==> src/rtl/simple_fifo_drain.sv <==
// simple_fifo_drain
// Drain stage sitting behind the simple bypass FIFO. It decides when to pop
// from the FIFO's count and push, and it captures the FIFO's same-cycle
// data_out into a registered 2-entry skid buffer. The consumer sees a
// registered valid/ready interface, so out_ready never reaches fifo_pop
// combinationally.
//
// Ports
//   clk         clock
//   reset       synchronous, active-high reset
//   fifo_cnt    FIFO occupancy, reflects last cycle's push/pop
//   fifo_push   FIFO push this cycle (allows a bypass pop from an empty FIFO)
//   fifo_data   FIFO data_out, valid in the same cycle as fifo_pop
//   fifo_pop    pop request to the FIFO (combinational)
//   out_valid   output entry valid (registered)
//   out_data    output entry data (registered)
//   out_ready   consumer ready; a transfer happens on out_valid && out_ready
//   pop_count   (SIMPLE_FIFO_DRAIN_STATS_EN only) saturating pop counter
//   stall_count (SIMPLE_FIFO_DRAIN_STATS_EN only) saturating stall counter
//
// Optional feature macro: SIMPLE_FIFO_DRAIN_STATS_EN
//
// state | meaning
// ------+------------------------------------------
// EMPTY | no entries held
// HALF  | out_reg holds the oldest entry
// FULL  | out_reg oldest, skid_reg holds the next one

module simple_fifo_drain #(
   parameter int WIDTH = 8,
   parameter int DEPTH = 8
) (
   input  logic                       clk,
   input  logic                       reset,
   input  logic [$clog2(DEPTH+1)-1:0] fifo_cnt,
   input  logic                       fifo_push,
   input  logic [WIDTH-1:0]           fifo_data,
   output logic                       fifo_pop,
   output logic                       out_valid,
   output logic [WIDTH-1:0]           out_data,
   input  logic                       out_ready
`ifdef SIMPLE_FIFO_DRAIN_STATS_EN
   ,
   output logic [15:0]                pop_count,
   output logic [15:0]                stall_count
`endif
);

   typedef enum logic [1:0] {
      EMPTY = 2'd0,
      HALF  = 2'd1,
      FULL  = 2'd2
   } state_t;

   state_t           state_q, state_d;
   logic [WIDTH-1:0] out_reg_q, out_reg_d;
   logic [WIDTH-1:0] skid_reg_q, skid_reg_d;
   logic             out_valid_q, out_valid_d;
   logic             avail;
   logic             accept;

   // fifo_push covers the bypass case: popping an empty FIFO during a push.
   assign avail    = (fifo_cnt != '0) || fifo_push;
   assign fifo_pop = avail && (state_q != FULL) && !reset;
   assign accept   = out_valid_q && out_ready;

   always_comb begin
      state_d    = state_q;
      out_reg_d  = out_reg_q;
      skid_reg_d = skid_reg_q;
      unique case (state_q)
         EMPTY: begin
            if (fifo_pop) begin
               state_d   = HALF;
               out_reg_d = fifo_data;
            end
         end
         HALF: begin
            if (fifo_pop && accept) begin
               out_reg_d = fifo_data;
            end else if (fifo_pop) begin
               state_d    = FULL;
               skid_reg_d = fifo_data;
            end else if (accept) begin
               state_d = EMPTY;
            end
         end
         FULL: begin
            // fifo_pop is already 0 here, so nothing new is captured.
            if (accept) begin
               state_d   = HALF;
               out_reg_d = skid_reg_q;
            end
         end
         default: state_d = EMPTY;
      endcase
      out_valid_d = (state_d != EMPTY);
   end

   always_ff @(posedge clk) begin
      if (reset) begin
         state_q     <= EMPTY;
         out_reg_q   <= '0;
         skid_reg_q  <= '0;
         out_valid_q <= 1'b0;
      end else begin
         state_q     <= state_d;
         out_reg_q   <= out_reg_d;
         skid_reg_q  <= skid_reg_d;
         out_valid_q <= out_valid_d;
      end
   end

   assign out_valid = out_valid_q;
   assign out_data  = out_reg_q;

`ifdef SIMPLE_FIFO_DRAIN_STATS_EN
   logic [15:0] pop_count_q, pop_count_d;
   logic [15:0] stall_count_q, stall_count_d;

   always_comb begin
      pop_count_d   = pop_count_q;
      stall_count_d = stall_count_q;
      if (fifo_pop && (pop_count_q != 16'hFFFF))
         pop_count_d = pop_count_q + 16'd1;
      if (out_valid_q && !out_ready && (stall_count_q != 16'hFFFF))
         stall_count_d = stall_count_q + 16'd1;
   end

   always_ff @(posedge clk) begin
      if (reset) begin
         pop_count_q   <= '0;
         stall_count_q <= '0;
      end else begin
         pop_count_q   <= pop_count_d;
         stall_count_q <= stall_count_d;
      end
   end

   assign pop_count   = pop_count_q;
   assign stall_count = stall_count_q;
`endif

`ifndef SYNTHESIS
   a_pop_needs_avail: assert property (@(posedge clk) fifo_pop |-> avail);
   a_state_legal: assert property (@(posedge clk) disable iff (reset)
      state_q inside {EMPTY, HALF, FULL});
   a_out_data_hold: assert property (@(posedge clk) disable iff (reset)
      (out_valid && !out_ready) |=> $stable(out_data));
`endif

endmodule
==> config.mk <==
export PLATFORM = sky130hd
export DESIGN_NAME = simple_fifo_drain
export DESIGN_NICKNAME = d
export VERILOG_FILES = /design/src/rtl/simple_fifo_drain.sv
export SDC_FILE = /design/constraint.sdc
export NUM_CORES = 1
export LEC_CHECK = 0
export ABC_CLOCK_PERIOD_IN_PS = 3600
export CAP_MARGIN = 20
export CORE_UTILIZATION = 40
export CTS_BUF_LIST = sky130_fd_sc_hd__clkbuf_16
export DETAILED_ROUTE_END_ITERATION = 12
export PLACE_DENSITY = 0.7
export SETUP_SLACK_MARGIN = 0.5
export SLEW_MARGIN = 20
export SYNTH_ARGS = -nofsm -noshare
export SYNTH_HDL_FRONTEND = slang
export SYNTH_SLANG_ARGS = --single-unit
==> constraint.sdc <==
create_clock -name clk -period 3.6 [get_ports clk]
set_input_delay 0.72 -clock clk [delete_from_list [all_inputs] [get_ports clk]]
set_output_delay 0.72 -clock clk [all_outputs]
set_load 0.02 [all_outputs]
==> qor.yml, run 1 <==
outcome:
  outcome: "finished, final reports clean"
finish:
  drive_gt1_frac: 0.0727
  fin_nets: 127
  utilization: 0.609
  n_antenna_cell: 0
  area.growth.synth_to_final_pct: 41.0
placed_design:
  place_hpwl_um: 1270
  port_buffers: 25
  pre_cts_ws_ns: 0.569
  gp_congestion: 0.789
die:
  fp.dieW_um: 48.5
  die-area_um2: 2350
  row_count: 16
  core-area_um2: 2000
  die_h_um: 48.5
  ioPinCount: 26
  initial_core_util: 0.432
synth:
  synth-seq-cells: 19
  dominantRegCellSynth: "dfxtp_1"
  ys_seq_area_frac: 0.440
  synth_top_area_frac: 0.440
  synth_top_area_cell: "dfxtp_1"
  synthesis.area_um2: 865
  synth_fp_nets: 102
  async_flop_share: 0
  synth.area.top_cells: "dfxtp_1 44%, mux2i_1 19%, a311oi_1 8.1%"
  synthCells: 86
  ys_warn_count: 0
  synth_edf_count: 0
  yosysMostFrequentCell: "dfxtp_1"
  synth_top_cells_by_count: "19 x dfxtp_1, 16 x mux2i_1, 10 x a21oi_1, 10 x nor2_1, 8 x a311oi_1"
  yosys.cell_types.count: 22
  avgSynthCellArea_um2: 10.1
sta:
  finalHoldViolCount: 0
  clock-skew-final_ns: 0.00116
  tns_ns: 0
  relSlewSlack: 0.564
  fmax_mhz: 374
  worst_pin_slew_ns: 0.651
  rsz0062_at_grt: "false"
  finalSetupViolCount: 0
  fin_crit_sh: 0.742
  slew_viol_final: 0
  finalWorstSetupSlack_ns: 0.929
  period_needed_ns: 2.67
routing:
  drt_iter0_markers: 15
  drc: 0
  num_vias: 752
  wl_um: 1860
  dr.pass1.iters: 4
  ant_nets: 0
  viasPerCell: 5.49
  avgRoutedWirePerCell_um: 13.6
clock_tree:
  root_buffer: "clkbuf_16"
  cts-buffers-inserted: 3
  cts_setup_buffers: 0
  clk_pin_slew_ns: 0.05
  clock_latency_ns: 0.25
  htreeDepth: 1
  cts_tree: "built"
  cts.path.max_buffers: 2
  cts-hold-fix-buffers: 0
  clkSinkCount: 19
power:
  p_per_area_nw_per_um2: 528
  peakVddDrop_mv: 0.454
  p_leak_uw: 0.000503
setup_path:
  max_stage_delay_ns: 0.44
  cp.required_ns: 2.88
  crit_path_end_kind: "output port"
  critical_path.cell_chain: "clkdlybuf4s50_1 > nor3_4 > and2_1 > nor3b_1 > dlymetal6s2s_1"
  setup.worst_path.class: "input port to output port"
  start_kind: "input port"
  path_buf_inv: 2
  critPathMaxFanout: 4
  critPathArrivalTime_ns: 1.95
  crit_slowest_cell: "clkdlybuf4s50_1"
  cp_top_family: "buffers and inverters"
  reg2reg_depth: 4
  crit_cells: 5
grt:
  antenna_found_initial: 0
  overflow: 0
  grt_pass1_wl_um: 3110
  grt_max_degree: 22
  grtUsageTotal: 0.174
  first_global_vias: 732
flow_run:
  drv_cap: 0
hold_path:
  hp-class: "register to register"
  whs_path_depth: 2
[logic make-up after synthesis]
family          count (synthesis)  share of synthesized area
compound gates                 24                      0.221
simple gates                   21                      0.124
flops                          19                      0.440
mux                            16                      0.185
buf+inv                         6                     0.0290
[worst min-delay path: stages, from the launching register on]
cell and delay, ns:
dfxtp_1 0.32, mux2i_1 0.06, nor2_1 0.07
[cells in the final DEF, fill, tap and decap left out]
cell,synthesis,final
inv_1,0,1
nand3b_1,1,1
dfxtp_1,19,19
a21bo_4,1,1
mux2i_1,16,16
clkdlybuf4s50_1,0,24
and2_1,1,1
nor2_1,10,10
a31o_2,1,1
nor3_1,1,1
a211o_1,1,1
nor3b_1,1,1
a21oi_1,10,10
a221oi_1,2,2
clkbuf_16,0,3
a211oi_4,1,1
nor4bb_1,1,1
nand2_1,3,3
a311oi_1,8,8
dlymetal6s2s_1,0,1
nand2b_1,1,1
nor3_4,0,1
buf_4,0,1
nor4_1,1,1
[where the power goes]
part           internal [uW]  total (uW)  switching [uW]
clock network            148         221            73.0
logic                   86.6         166            79.4
registers                237         257            19.8
total                    471         644             172
[repair_timing]
| action | CTS | global route |
|---|---|---|
| endpoints found under the setup margin | 0 | 1 |
| resized for setup | 0 | 2 |
| endpoints found under the hold margin | 0 | 0 |
[area by class of cell]
class | instances | area, um2
Clock inverter | 1 | 3.75
Timing Repair Buffer | 26 | 260
Tap cell | 27 | 33.8
Multi-Input combinational cell | 61 | 465
Sequential cell | 19 | 380
Fill cell | 177 | 783
Clock buffer | 3 | 75.1
[layer usage]
layer  vias to the layer above  routed length (um)  track usage
met5                         -                   0            0
met2                        17                 962        0.324
met3                         4                  85       0.0503
met1                       358                 774        0.181
met4                         0                  36       0.0735
li1                        373                   -            -
[worst paths after layout]
path	from	end	slack [ns]
worst max register to register	state_q[0]	skid_reg_q[3]	1.90
worst max-delay path	fifo_cnt[3]	fifo_pop	0.93
worst min register to register	skid_reg_q[7]	skid_reg_q[7]	0.49
worst min-delay path	skid_reg_q[7]	skid_reg_q[7]	0.49
[through the flow]
step                instances  hold WS, ns  power [uW]  cell area (um2)
floorplan                  86        0.460         362              865
global placement          133        0.472         423             1130
detailed placement        133        0.484         427             1130
CTS                       137        0.497         650             1210
global route              137        0.539         673             1220
finish                    137        0.491         644             1220
[registers in the layout (all words and copies together), names as in the netlist]
signal	flops
out_valid	1
state_q	2
skid_reg_q	8
out_data	8
No activity file was read; power rests on OpenSTA's default activity.
==> run 2, diff against run 1 <==
--- a/config.mk
+++ b/config.mk
@@ -5,12 +5,12 @@
 export SDC_FILE = /design/constraint.sdc
 export NUM_CORES = 1
 export LEC_CHECK = 0
-export ABC_CLOCK_PERIOD_IN_PS = 3600
+export ABC_CLOCK_PERIOD_IN_PS = 2300
 export CAP_MARGIN = 20
 export CORE_UTILIZATION = 40
 export CTS_BUF_LIST = sky130_fd_sc_hd__clkbuf_16
 export DETAILED_ROUTE_END_ITERATION = 12
-export PLACE_DENSITY = 0.7
+export PLACE_DENSITY = 0.72
 export SETUP_SLACK_MARGIN = 0.5
 export SLEW_MARGIN = 20
 export SYNTH_ARGS = -nofsm -noshare
==> constraint.sdc (replaced) <==
create_clock -name clk -period 2.3 [get_ports clk]
set_input_delay 0.46 -clock clk [delete_from_list [all_inputs] [get_ports clk]]
set_output_delay 0.46 -clock clk [all_outputs]
set_load 0.02 [all_outputs]
==> run 2 against run 1 <==
Effect of this change: non-clock buffer count is 7 higher; critical endpoint unchanged; core utilization up 2.3 points; cell area increased by 3.8%; largest power group unchanged; hold slack better by 0.00051 ns; count of clock-buffer cells in the layout unchanged; combinational power is 61% higher; power up 60%.
==> qor.yml, run 2 (synthesis gave the netlist of run 1 again) <==
placed_design:
  gp_congestion: 0.783
  port_buffers: 25
  dp.cells: 140
  place_hpwl_um: 1330
finish:
  fin_nets: 134
  n_antenna_cell: 0
  final_cells: 144
  final_cell_mix: "19 x clkdlybuf4s50_1, 19 x dfxtp_1, 16 x mux2i_1"
  drive_gt1_frac: 0.171
  area.growth.synth_to_final_pct: 46.3
setup_path:
  r2r_end: "out_data[5]"
  crit_path_end_kind: "output port"
  cp.required_ns: 1.84
  setup.worst_path.class: "input port to output port"
  path_buf_inv: 2
  max_stage_delay_ns: 0.23
  r2r_slack_ns: 0.80
  start_kind: "input port"
  crit_slowest_cell: "dlygate4sd2_1"
  reg2reg_depth: 4
  cp_top_family: "simple AND/OR/NAND/NOR gates"
  critPathArrivalTime_ns: 1.31
  critical_path.cell_chain: "dlygate4sd2_1 > nor3_2 > and2_4 > nor3b_2 > buf_4"
  critPathMaxFanout: 2
  rr_startpoint: "state_q[1]"
routing:
  drt_iter0_markers: 14
  drc: 0
  avgRoutedWirePerCell_um: 13.7
  num_vias: 757
  dr.pass1.iters: 4
  viasPerCell: 5.26
  ant_nets: 0
  wl_um: 1970
hold_path:
  min_from: "skid_reg_q[5]"
  whs_path_depth: 2
  whs_endpoint: "skid_reg_q[5]"
  hp-class: "register to register"
clock_tree:
  clk_pin_slew_ns: 0.06
  cts.path.max_buffers: 2
  cts-buffers-inserted: 3
  htreeDepth: 1
  clock_latency_ns: 0.25
  cts_setup_buffers: 0
  root_buffer: "clkbuf_16"
  clkSinkCount: 19
  cts_tree: "built"
die:
  ioPinCount: 26
  row_count: 16
  core-area_um2: 2000
  die-area_um2: 2350
  die_h_um: 48.5
  initial_core_util: 0.432
  fp.dieW_um: 48.5
power:
  peakVddDrop_mv: 0.461
  p_leak_uw: 0.000535
  power.total_uw: 1030
  p_per_area_nw_per_um2: 814
sta:
  rsz0062_at_grt: "false"
  worst_pin_slew_ns: 0.376
  fmax_mhz: 566
  relSlewSlack: 0.749
  fin_crit_sh: 0.768
  period_needed_ns: 1.77
  finalHoldViolCount: 0
  clock-skew-final_ns: 0.00209
  tns_ns: 0
  finalSetupViolCount: 0
  slew_viol_final: 0
flow_run:
  drv_cap: 0
grt:
  grt_pass1_wl_um: 3370
  grt_max_degree: 22
  antenna_found_initial: 0
  overflow: 0
  first_global_vias: 728
  grtUsageTotal: 0.189
outcome:
  outcome: "finished, final reports clean"
-- run 2: cell count changes in the layout (fill, tap and decap cells not counted), sizes merged --
cell	previous run	this run
buf	1	9
clkinv	0	1
dlymetal6s2s	1	0
dlygate4sd2	0	5
inv	1	0
clkdlybuf4s50	24	19
-- run 2: through the flow --
| stage | area (um2) | util | setup WS, ns | hold WS [ns] |
|---|---|---|---|---|
| final | 1260 | 0.632 | 0.534 | 0.491 |
| after global routing | 1260 | 0.632 | 0.503 | 0.532 |
| after CTS | 1260 | 0.632 | 0.544 | 0.498 |
| after detailed placement | 1190 | 0.594 | -0.113 | 0.485 |
| after global placement | 1190 | 0.594 | -0.0612 | 0.472 |
| after floorplan | 870 | - | 0.625 | 0.460 |
-- run 2: worst max-delay path by stage --
stage / start / endpoint / cells past startpoint
finish: fifo_cnt[3] / fifo_pop / 5
global route: fifo_cnt[3] / fifo_pop / 5
CTS: out_valid / out_valid / 1
detailed placement: fifo_push / fifo_pop / 5
global placement: fifo_cnt[2] / fifo_pop / 5
floorplan: reset / fifo_pop / 3
-- run 2: worst register-to-register path, cell delays in order (launching register included) --
cell	delay, ns
dfxtp_1	0.54
nand3b_1	0.29
buf_4	0.24
a21oi_1	0.08
a311oi_1	0.26
-- run 2: layout make-up --
type / instances / area (um2)
fillers: 184 / 737
clock inverters: 1 / 5.00
well taps: 27 / 33.8
repair buffers: 33 / 302
clock buffers: 3 / 75.1
multi-input cells: 61 / 469
flip-flops and latches: 19 / 380
-- run 2: per-layer routing --
metal | share of wire | up-vias | track usage
met4 | 0.026 | 0 | 0.118
li1 | - | 388 | -
met2 | 0.45 | 20 | 0.296
met1 | 0.49 | 343 | 0.246
met5 | 0 | - | 0
met3 | 0.034 | 6 | 0.0283
-- run 2: what timing repair did --
action	CTS	global route
setup endpoints to repair	1	1
hold endpoints to repair	0	0
pin swaps	3	2
hold buffers	0	0
resized for setup	12	0
-- run 2: where the power goes --
part / switching [uW] / internal, uW
logic: 125 / 143
registers: 32.5 / 371
clock network: 125 / 233
==> run 3, diff against run 2 <==
--- a/config.mk
+++ b/config.mk
@@ -5,12 +5,12 @@
 export SDC_FILE = /design/constraint.sdc
 export NUM_CORES = 1
 export LEC_CHECK = 0
-export ABC_CLOCK_PERIOD_IN_PS = 2300
+export ABC_CLOCK_PERIOD_IN_PS = 1680
 export CAP_MARGIN = 20
 export CORE_UTILIZATION = 40
 export CTS_BUF_LIST = sky130_fd_sc_hd__clkbuf_16
 export DETAILED_ROUTE_END_ITERATION = 12
-export PLACE_DENSITY = 0.72
+export PLACE_DENSITY = 0.7
 export SETUP_SLACK_MARGIN = 0.5
 export SLEW_MARGIN = 20
 export SYNTH_ARGS = -nofsm -noshare
==> constraint.sdc (replaced) <==
create_clock -name clk -period 1.68 [get_ports clk]
set_input_delay 0.336 -clock clk [delete_from_list [all_inputs] [get_ports clk]]
set_output_delay 0.336 -clock clk [all_outputs]
set_load 0.02 [all_outputs]
==> run 3 against run 2 <==
Effect of this change: register-to-register slack worse by 0.50 ns; hold slack got worse by 0.010 ns; combinational power increased by 68%; critical path type is now register to register; critical endpoint is now skid_reg_q[3]; largest cell class unchanged; largest power group unchanged; highest routed layer unchanged.
==> qor.yml, run 3 (synthesis gave the netlist of run 1 again) <==
finish:
  final_common_cell: "dfxtp_1"
  drive_gt1_frac: 0.413
  area.growth.synth_to_final_pct: 60.9
  ff_latch_area_um2: 392
  fillers: 180
  n_antenna_cell: 0
  multiInputGateArea_um2: 548
  final_cell_mix: "16 x dfxtp_1, 15 x mux2i_1, 10 x buf_2"
  fin_nets: 143
grt:
  grt_pass1_wl_um: 3510
  overflow: 0
  antenna_found_initial: 0
  first_global_vias: 796
  grtUsageTotal: 0.194
  grt_max_degree: 22
sta:
  fmax_mhz: 723
  rsz0062_at_grt: "true"
  slew_viol_final: 0
  finalSetupViolCount: 0
  finalWorstSetupSlack_ns: 0.297
  clock-skew-final_ns: 0.00183
  tns_ns: 0
  relSlewSlack: 0.831
  period_needed_ns: 1.38
  fin_crit_sh: 0.823
  finalHoldViolCount: 0
  worst_pin_slew_ns: 0.250
routing:
  drt_iter0_markers: 13
  wl_um: 2220
  avgRoutedWirePerCell_um: 14.5
  ant_nets: 0
  dr.pass1.iters: 4
  viasPerCell: 5.37
  num_vias: 821
  drc: 0
setup_path:
  critPathArrivalTime_ns: 1.52
  max_stage_delay_ns: 0.37
  cp.required_ns: 1.82
  setup.worst_path.class: "register to register"
  crit_slowest_cell: "dfxtp_4"
  crit_path_end_kind: "register"
  start_kind: "register"
  critical_path.cell_chain: "a21bo_4 > a211oi_4 > buf_12 > mux2i_2 > nor2_1"
  critPathMaxFanout: 8
placed_design:
  port_buffers: 25
  place_hpwl_um: 1330
  gp_congestion: 0.758
  pre_cts_ws_ns: -0.543
die:
  row_count: 16
  ioPinCount: 26
  fp.dieW_um: 48.5
  die_h_um: 48.5
  initial_core_util: 0.432
  core-area_um2: 2000
  die-area_um2: 2350
clock_tree:
  cts.path.max_buffers: 2
  clk_pin_slew_ns: 0.05
  cts-buffers-inserted: 3
  cts_tree: "built"
  root_buffer: "clkbuf_16"
  htreeDepth: 1
  clock_latency_ns: 0.25
  clkSinkCount: 19
  cts-hold-fix-buffers: 0
hold_path:
  hp-class: "input port to register"
power:
  peakVddDrop_mv: 0.629
  p_per_area_nw_per_um2: 1070
  p_leak_uw: 0.000620
outcome:
  outcome: "finished, final reports clean"
flow_run:
  drv_cap: 0
-- run 3: final timing paths --
path	from	to	slack [ns]	cells past startpoint
hold reg to reg	skid_reg_q[7]	skid_reg_q[7]	0.50	2
setup / recovery	out_valid	skid_reg_q[3]	0.30	5
setup reg to reg	out_valid	skid_reg_q[3]	0.30	5
hold / removal	out_ready	state_q[1]	0.48	3
-- run 3: layout make-up --
type / count / share of cell area
Clock buffer: 3 / 0.0540
Multi-Input combinational cell: 62 / 0.394
Timing Repair Buffer: 41 / 0.243
Clock inverter: 1 / 0.00360
Tap cell: 27 / 0.0243
Sequential cell: 19 / 0.281
-- run 3: power breakdown --
part | switching, uW | internal, uW | total (uW)
combinational | 219 | 230 | 449
clock | 173 | 319 | 493
sequential | 38.2 | 510 | 548
-- run 3: stage by stage --
stage               hold WS (ns)  total power [uW]  cells  utilization  cell area, um2
CTS                        0.499              1450    149        0.665            1330
detailed placement         0.486               963    143        0.626            1250
global placement           0.472               954    143        0.626            1250
finish                     0.481              1490    153        0.695            1390
floorplan                  0.447               792     86            -             916
global route               0.511              1560    153        0.695            1390
-- run 3: worst max-delay path, delay by kind of cell, from the launching register on --
family	cells	cell delay (ns)
flip-flops	1	0.37
AND/OR/NAND/NOR	1	0.06
AO/OA/AOI/OAI	2	0.43
multiplexers	1	0.23
buffers and inverters	1	0.18
-- run 3: timing repair --
item / 4_1_cts / 5_1_grt
pin swaps: 7 / 14
resized for setup: 54 / 24
gates cloned: 0 / 3
setup buffers: 2 / 1
hold endpoints to repair: 0 / 0
endpoints found under the setup margin: 29 / 21
-- run 3: routing by layer --
layer	vias up	share of wire	routed length, um	track usage
met4	0	0.023	51	0.127
li1	411	-	-	-
met2	21	0.50	1110	0.336
met5	-	0	0	0
met3	7	0.040	89	0.0314
met1	382	0.44	965	0.221
